===== src/rtl/seq_ctrl_pkg.sv =====
// Shared types and default parameter values for the serial pattern detector
// run-control block (seq_detect_ctrl) and its matcher (seq_pattern_match).
package seq_ctrl_pkg;

   localparam int DEF_PAT_W = 4;
   localparam int DEF_CNT_W = 8;
   localparam int DEF_WIN_W = 16;

   typedef enum logic [1:0] {
      ST_IDLE = 2'd0,
      ST_RUN  = 2'd1,
      ST_DONE = 2'd2
   } state_t;

endpackage


===== src/rtl/seq_pattern_match.sv =====
// Serial pattern matcher: PAT_W-1 bit history, fill count and compare.
// The newest bit is the LSB of the compare word, so the pattern MSB is the
// oldest (first received) bit. After a hit, non-overlap mode restarts the
// fill so no bit can be reused; overlap mode keeps the history in play.
module seq_pattern_match #(
   parameter int PAT_W = 4
) (
   input  logic             clk,
   input  logic             rst,
   input  logic             i_clear,
   input  logic             i_accept,
   input  logic             i_bit,
   input  logic [PAT_W-1:0] i_pattern,
   input  logic             i_overlap,
   output logic             o_match
);

   localparam int FW = (PAT_W > 2) ? $clog2(PAT_W) : 1;
   localparam logic [FW-1:0] FILL_FULL = FW'(PAT_W - 1);

   logic [PAT_W-2:0] r_hist;
   logic [FW-1:0]    r_fill;
   logic [PAT_W-1:0] w_cand;
   logic             w_match;

   // Compare the history plus the current bit against the pattern
   always_comb begin
      w_cand  = {r_hist, i_bit};
      w_match = i_accept && (r_fill == FILL_FULL) && (w_cand == i_pattern);
   end

   assign o_match = w_match;

   // History shift and fill bookkeeping on accepted bits
   always_ff @(posedge clk or negedge rst) begin
      if (!rst) begin
         r_hist <= '0;
         r_fill <= '0;
      end else if (i_clear) begin
         r_hist <= '0;
         r_fill <= '0;
      end else if (i_accept) begin
         r_hist <= w_cand[PAT_W-2:0];
         if (w_match && !i_overlap)
            r_fill <= '0;
         else if (r_fill != FILL_FULL)
            r_fill <= r_fill + FW'(1);
      end
   end

endmodule


===== src/rtl/seq_detect_ctrl.sv =====
// Run-control for the serial pattern detectors: arms a run with a latched
// configuration, steps the matcher on valid bits, counts matches and ends the
// run on target reached (done) or bit window exhausted (timeout).
// Optional build macro SEQ_CTRL_IRQ_EN adds a sticky irq (with irq_clr) that
// sets when the run enters DONE.
//
// state   | meaning
// --------+-----------------------------------------------------------
// ST_IDLE | no run active; counters hold the last run's values
// ST_RUN  | accepting bits; matcher and counters advance
// ST_DONE | run ended; done/timeout and counters held until start/abort
module seq_detect_ctrl
   import seq_ctrl_pkg::*;
#(
   parameter int PAT_W = DEF_PAT_W,
   parameter int CNT_W = DEF_CNT_W,
   parameter int WIN_W = DEF_WIN_W
) (
   input  logic             clk,
   input  logic             rst,
   input  logic             start,
   input  logic             abort,
   input  logic [PAT_W-1:0] cfg_pattern,
   input  logic             cfg_overlap,
   input  logic [CNT_W-1:0] cfg_target,
   input  logic [WIN_W-1:0] cfg_window,
   input  logic             in_valid,
   input  logic             in_bit,
`ifdef SEQ_CTRL_IRQ_EN
   input  logic             irq_clr,
   output logic             irq,
`endif
   output logic             busy,
   output logic             match,
   output logic [CNT_W-1:0] match_cnt,
   output logic [WIN_W-1:0] bits_seen,
   output logic             done,
   output logic             timeout
);

   state_t           r_state;
   state_t           w_state_next;

   logic [PAT_W-1:0] r_pattern;
   logic             r_overlap;
   logic [CNT_W-1:0] r_target;
   logic [WIN_W-1:0] r_window;
   logic [CNT_W-1:0] r_match_cnt;
   logic [WIN_W-1:0] r_bits_seen;
   logic             r_done;
   logic             r_timeout;

   logic             w_start;
   logic             w_accept;
   logic             w_match;
   logic [CNT_W-1:0] w_cnt_inc;
   logic [WIN_W-1:0] w_bits_inc;
   logic             w_hit_target;
   logic             w_hit_win;

   // Qualify start/accept; abort overrides both in the same cycle
   always_comb begin
      w_start      = start && !abort && (r_state != ST_RUN);
      w_accept     = (r_state == ST_RUN) && in_valid && !abort;
      w_cnt_inc    = r_match_cnt + CNT_W'(1);
      w_bits_inc   = r_bits_seen + WIN_W'(1);
      w_hit_target = w_match && (w_cnt_inc == r_target);
      w_hit_win    = (r_window != '0) && (w_bits_inc == r_window);
   end

   seq_pattern_match #(
      .PAT_W (PAT_W)
   ) u_match (
      .clk       (clk),
      .rst       (rst),
      .i_clear   (w_start),
      .i_accept  (w_accept),
      .i_bit     (in_bit),
      .i_pattern (r_pattern),
      .i_overlap (r_overlap),
      .o_match   (w_match)
   );

   // State register
   always_ff @(posedge clk or negedge rst) begin
      if (!rst)
         r_state <= ST_IDLE;
      else
         r_state <= w_state_next;
   end

   // Next-state logic
   always_comb begin
      w_state_next = r_state;
      if (abort) begin
         w_state_next = ST_IDLE;
      end else begin
         case (r_state)
            ST_IDLE, ST_DONE: begin
               if (start)
                  w_state_next = (cfg_target == '0) ? ST_DONE : ST_RUN;
            end
            ST_RUN: begin
               if (w_accept && (w_hit_target || w_hit_win))
                  w_state_next = ST_DONE;
            end
            default: w_state_next = ST_IDLE;
         endcase
      end
   end

   // State-decoded outputs
   always_comb begin
      busy  = (r_state == ST_RUN);
      match = w_match;
   end

   // Config latch, counters and end-of-run status flags
   always_ff @(posedge clk or negedge rst) begin
      if (!rst) begin
         r_pattern   <= '0;
         r_overlap   <= 1'b0;
         r_target    <= '0;
         r_window    <= '0;
         r_match_cnt <= '0;
         r_bits_seen <= '0;
         r_done      <= 1'b0;
         r_timeout   <= 1'b0;
      end else if (abort) begin
         r_done    <= 1'b0;
         r_timeout <= 1'b0;
      end else if (w_start) begin
         r_pattern   <= cfg_pattern;
         r_overlap   <= cfg_overlap;
         r_target    <= cfg_target;
         r_window    <= cfg_window;
         r_match_cnt <= '0;
         r_bits_seen <= '0;
         r_done      <= (cfg_target == '0);
         r_timeout   <= 1'b0;
      end else if (w_accept) begin
         r_bits_seen <= w_bits_inc;
         if (w_match)
            r_match_cnt <= w_cnt_inc;
         if (w_hit_target)
            r_done <= 1'b1;
         else if (w_hit_win)
            r_timeout <= 1'b1;
      end
   end

   assign match_cnt = r_match_cnt;
   assign bits_seen = r_bits_seen;
   assign done      = r_done;
   assign timeout   = r_timeout;

`ifdef SEQ_CTRL_IRQ_EN
   logic r_irq;

   // Sticky interrupt: set on entry to DONE, set beats clear
   always_ff @(posedge clk or negedge rst) begin
      if (!rst)
         r_irq <= 1'b0;
      else if ((w_state_next == ST_DONE) && (r_state != ST_DONE))
         r_irq <= 1'b1;
      else if (irq_clr)
         r_irq <= 1'b0;
   end

   assign irq = r_irq;
`endif

endmodule

===== config.mk =====
export PLATFORM = sky130hd
export DESIGN_NAME = seq_detect_ctrl
export DESIGN_NICKNAME = d
export VERILOG_FILES = /design/src/rtl/seq_ctrl_pkg.sv /design/src/rtl/seq_pattern_match.sv /design/src/rtl/seq_detect_ctrl.sv
export SDC_FILE = /design/constraint.sdc
export NUM_CORES = 1
export LEC_CHECK = 0
export CELL_PAD_IN_SITES_DETAIL_PLACEMENT = 1
export CELL_PAD_IN_SITES_GLOBAL_PLACEMENT = 2
export CORE_UTILIZATION = 30
export CTS_CLUSTER_DIAMETER = 50
export CTS_CLUSTER_SIZE = 16
export DETAILED_ROUTE_END_ITERATION = 6
export GPL_TIMING_DRIVEN = 0
export PLACE_DENSITY_LB_ADDON = 0.1
export SETUP_SLACK_MARGIN = 0.1
export SLEW_MARGIN = 20
export SYNTH_ARGS = -nofsm -noshare
export SYNTH_HDL_FRONTEND = slang
export SYNTH_SLANG_ARGS = --single-unit

===== constraint.sdc =====
create_clock -name clk -period 2.7 [get_ports clk]
set_input_delay 0.675 -clock clk [delete_from_list [all_inputs] [get_ports clk]]
set_output_delay 0.675 -clock clk [all_outputs]
set_load 0.02 [all_outputs]

==> results_dict.tcl <==
set metrics [dict create \
    synth_top_cell_area_share_pct 44.5 \
    period_needed_ns 2.60 \
    routed_wirelength_um 10500 \
    chipHeight_um 110 \
    crit_top_cell "buf_4" \
    synth-async-reset-ratio_pct 100 \
    endpoint_kind "register" \
    rsz0062_at_grt "yes" \
    vias 3062 \
    hpwl_um 7510 \
    post_drt_wl_per_cell_um 17.8 \
    slew_headroom_pct 49.7 \
    power-per-cell-area_mw_per_mm2 707 \
    clk_pin_slew_worst_paths_ns 0.06 \
    cts_tree "done" \
    die_area_mm2 0.0120 \
    hold_violations 0 \
    port_buffers 61 \
    cp_top_family "simple AND/OR/NAND/NOR gates" \
    syn_inst 357 \
    yosys.cell_types.count 48 \
    synth_seq_cells 62 \
    synthFlopType "dfrtp_1" \
    post-place-ws_ns -0.533 \
    status "finished clean" \
    drive_gt1_share_pct 22.3 \
    grt_max_degree 36 \
    root_buffer "clkbuf_16" \
    grt_pass1_wl_um 17300 \
    setup_violations 0 \
    io_pins 63 \
    antenna_cells 0 \
    power_mw 3.45 \
    p_leak_nw 1.96 \
    path_cells "buf_4 > and4_1 > buf_4 > a22oi_1 > o32a_1 > o2111ai_1 > or4_4 > and3_1 > or3_1" \
    grt_overflow_total 0 \
    vdd_drop_max_uv 284 \
    yosysSeqAreaShare_pct 44.5 \
    finClkSkew_ns 0.00769 \
    worstMarginPinSlew_ns 0.751 \
    grt_usage_pct 19.3 \
    yosysTopAreaCell "dfrtp_1" \
    fin_nets 482 \
    grt_pass1_vias 3091 \
    max_freq_mhz 384 \
    worst_setup_path_start_kind "register" \
    crit_path_max_incr_delay_ns 0.47 \
    clockBufferDepth 2 \
    syn2layout_area_growth_pct 40.1 \
    placeableCoreArea_mm2 0.0111 \
    cts.sinks 62 \
    syn_nets 395 \
    antenna_found_initial 0 \
    crit_buf_inv 2 \
    maxCapViolCount 0 \
    viasPerCell 5.20 \
    start_util_pct 31.4 \
    synthTopCellsByArea "dfrtp_1 45%, mux2_2 9.4%, xnor2_1 6.3%" \
    worstPathMaxFanout 6 \
    syn_area_per_cell_um2 9.76 \
    gp_congestion 0.788 \
    cp.required_ns 2.91 \
    ant_nets 0 \
    synth-edff-count 0 \
    insertion_delay_ns 0.33 \
    first_iter_violations 108 \
    drv_slew 0 \
    hold_path.class "in2async" \
    drc_errors 0 \
    fin_tns_setup_ns 0 \
    rows 38 \
    dr.pass1.iters 4 \
    worstPathArrival_ns 2.82 \
    htree_levels 3 \
    synth_area_mm2 0.00348 \
    cts_inserted_buffers 9 \
    fin_crit_sh_pct 96.5 \
    worst_slack_ns 0.0958 \
    die_x_um 110 \
    cp_slowest_cell "or4_4" \
    critPathKind "reg2reg" \
    ys_warn_count 0 \
    fillers 1256 \
]
-- Yosys cell counts (all sizes together) (7+ instances only) --
| library cell | count |
|---|---|
| nand2 | 36 |
| o31ai | 8 |
| nor3 | 7 |
| o21ai | 38 |
| dfrtp | 62 |
| a21oi | 12 |
| xor2 | 13 |
| nand4 | 10 |
| clkbuf | 11 |
| mux2 | 29 |
| nor2 | 29 |
| xnor2 | 25 |
| nor4 | 8 |
| nand3 | 13 |
-- metal layers --
| layer | global-route usage (%) | up-vias | wire length [um] |
|---|---|---|---|
| met5 | 0 | - | 0 |
| met4 | 6.57 | 0 | 155 |
| met3 | 3.97 | 12 | 367 |
| met2 | 28.8 | 57 | 4620 |
| met1 | 27.7 | 1529 | 5330 |
| li1 | - | 1464 | - |
-- final timing paths --
check / endpoint / startpoint / cells past startpoint / slack, ns
setup / recovery: r_state[0]$_DFFE_PN0P_ / bits_seen[0]$_DFFE_PN0P_ / 9 / 0.1
hold / removal: done$_DFFE_PN0P_ / rst / 1 / 0.27
min in group clk: timeout$_DFFE_PN0P_ / timeout$_DFFE_PN0P_ / 2 / 0.51
setup reg to reg: r_state[0]$_DFFE_PN0P_ / bits_seen[0]$_DFFE_PN0P_ / 9 / 0.1
hold reg to reg: timeout$_DFFE_PN0P_ / timeout$_DFFE_PN0P_ / 2 / 0.51
max in group asynchronous: bits_seen[1]$_DFFE_PN0P_ / rst / 2 / 1.87
-- registers in the layout, indices dropped and copies added, names as in the netlist --
register        count
bits_seen          16
r_window           16
match_cnt           8
r_target            8
r_pattern           4
u_match.r_hist      3
r_state             2
u_match.r_fill      2
done                1
r_overlap           1
timeout             1
-- cells by family (layout without fill, tap and decap cells) --
logic type,after synthesis,count (layout),synth area share (%)
and+or+nand+nor,130,130,20.0
xor gates and xnor gates,38,38,9.55
DFF,62,62,44.5
muxes,33,33,10.5
AOI/OAI and AO/OA,69,69,11.6
buffers and inverters,22,114,2.69
adders and majority gates,3,3,1.08
-- repair_timing --
item / in CTS / in global routing
hold buffers: 0 / 0
setup buffers: 14 / 0
setup endpoints to repair: 9 / 3
resized for setup: 31 / 5
pin swaps: 8 / 0
-- area by class of cell --
| cell class | instances | area [um2] | area share [%] |
|---|---|---|---|
| Timing Repair Buffer | 76 | 726 | 14.9 |
| Tap cell | 140 | 175 | 3.59 |
| Inverter | 5 | 26.3 | 0.538 |
| Clock buffer | 11 | 243 | 4.97 |
| Buffer | 17 | 91.3 | 1.87 |
| Clock inverter | 5 | 106 | 2.18 |
| Sequential cell | 62 | 1560 | 32.0 |
| Multi-Input combinational cell | 273 | 1950 | 40.0 |
-- where the power goes --
part	total, mW	switching [mW]	internal, mW
combinational	0.786	0.362	0.424
sequential	1.29	0.188	1.10
clock	1.37	0.443	0.929
-- cells in the final DEF (no fill, tap or decap), types with 8 or more instances in the layout --
cell type	netlist	layout
o31ai_1	8	8
xnor2_1	25	25
dfrtp_1	62	55
o21ai_0	38	37
nand2_1	36	36
mux2_2	29	29
clkbuf_1	10	9
a21oi_1	11	11
buf_4	1	18
nor2_1	29	28
nand4_1	9	9
clkbuf_16	0	9
clkdlybuf4s50_1	0	57
nand3_1	13	11
xor2_1	13	13
-- stage by stage --
stage	area (um2)	hold WS, ns	instances	util [%]
3_3_place_gp	4310	0.498	558	38.9
6_report	4880	0.270	589	44.0
2_1_floorplan	3520	0.379	357	-
4_1_cts	4870	0.284	589	43.9
3_5_place_dp	4330	0.500	559	39.0
5_1_grt	4880	0.297	589	44.0
No activity file was read; power rests on OpenSTA's default activity.
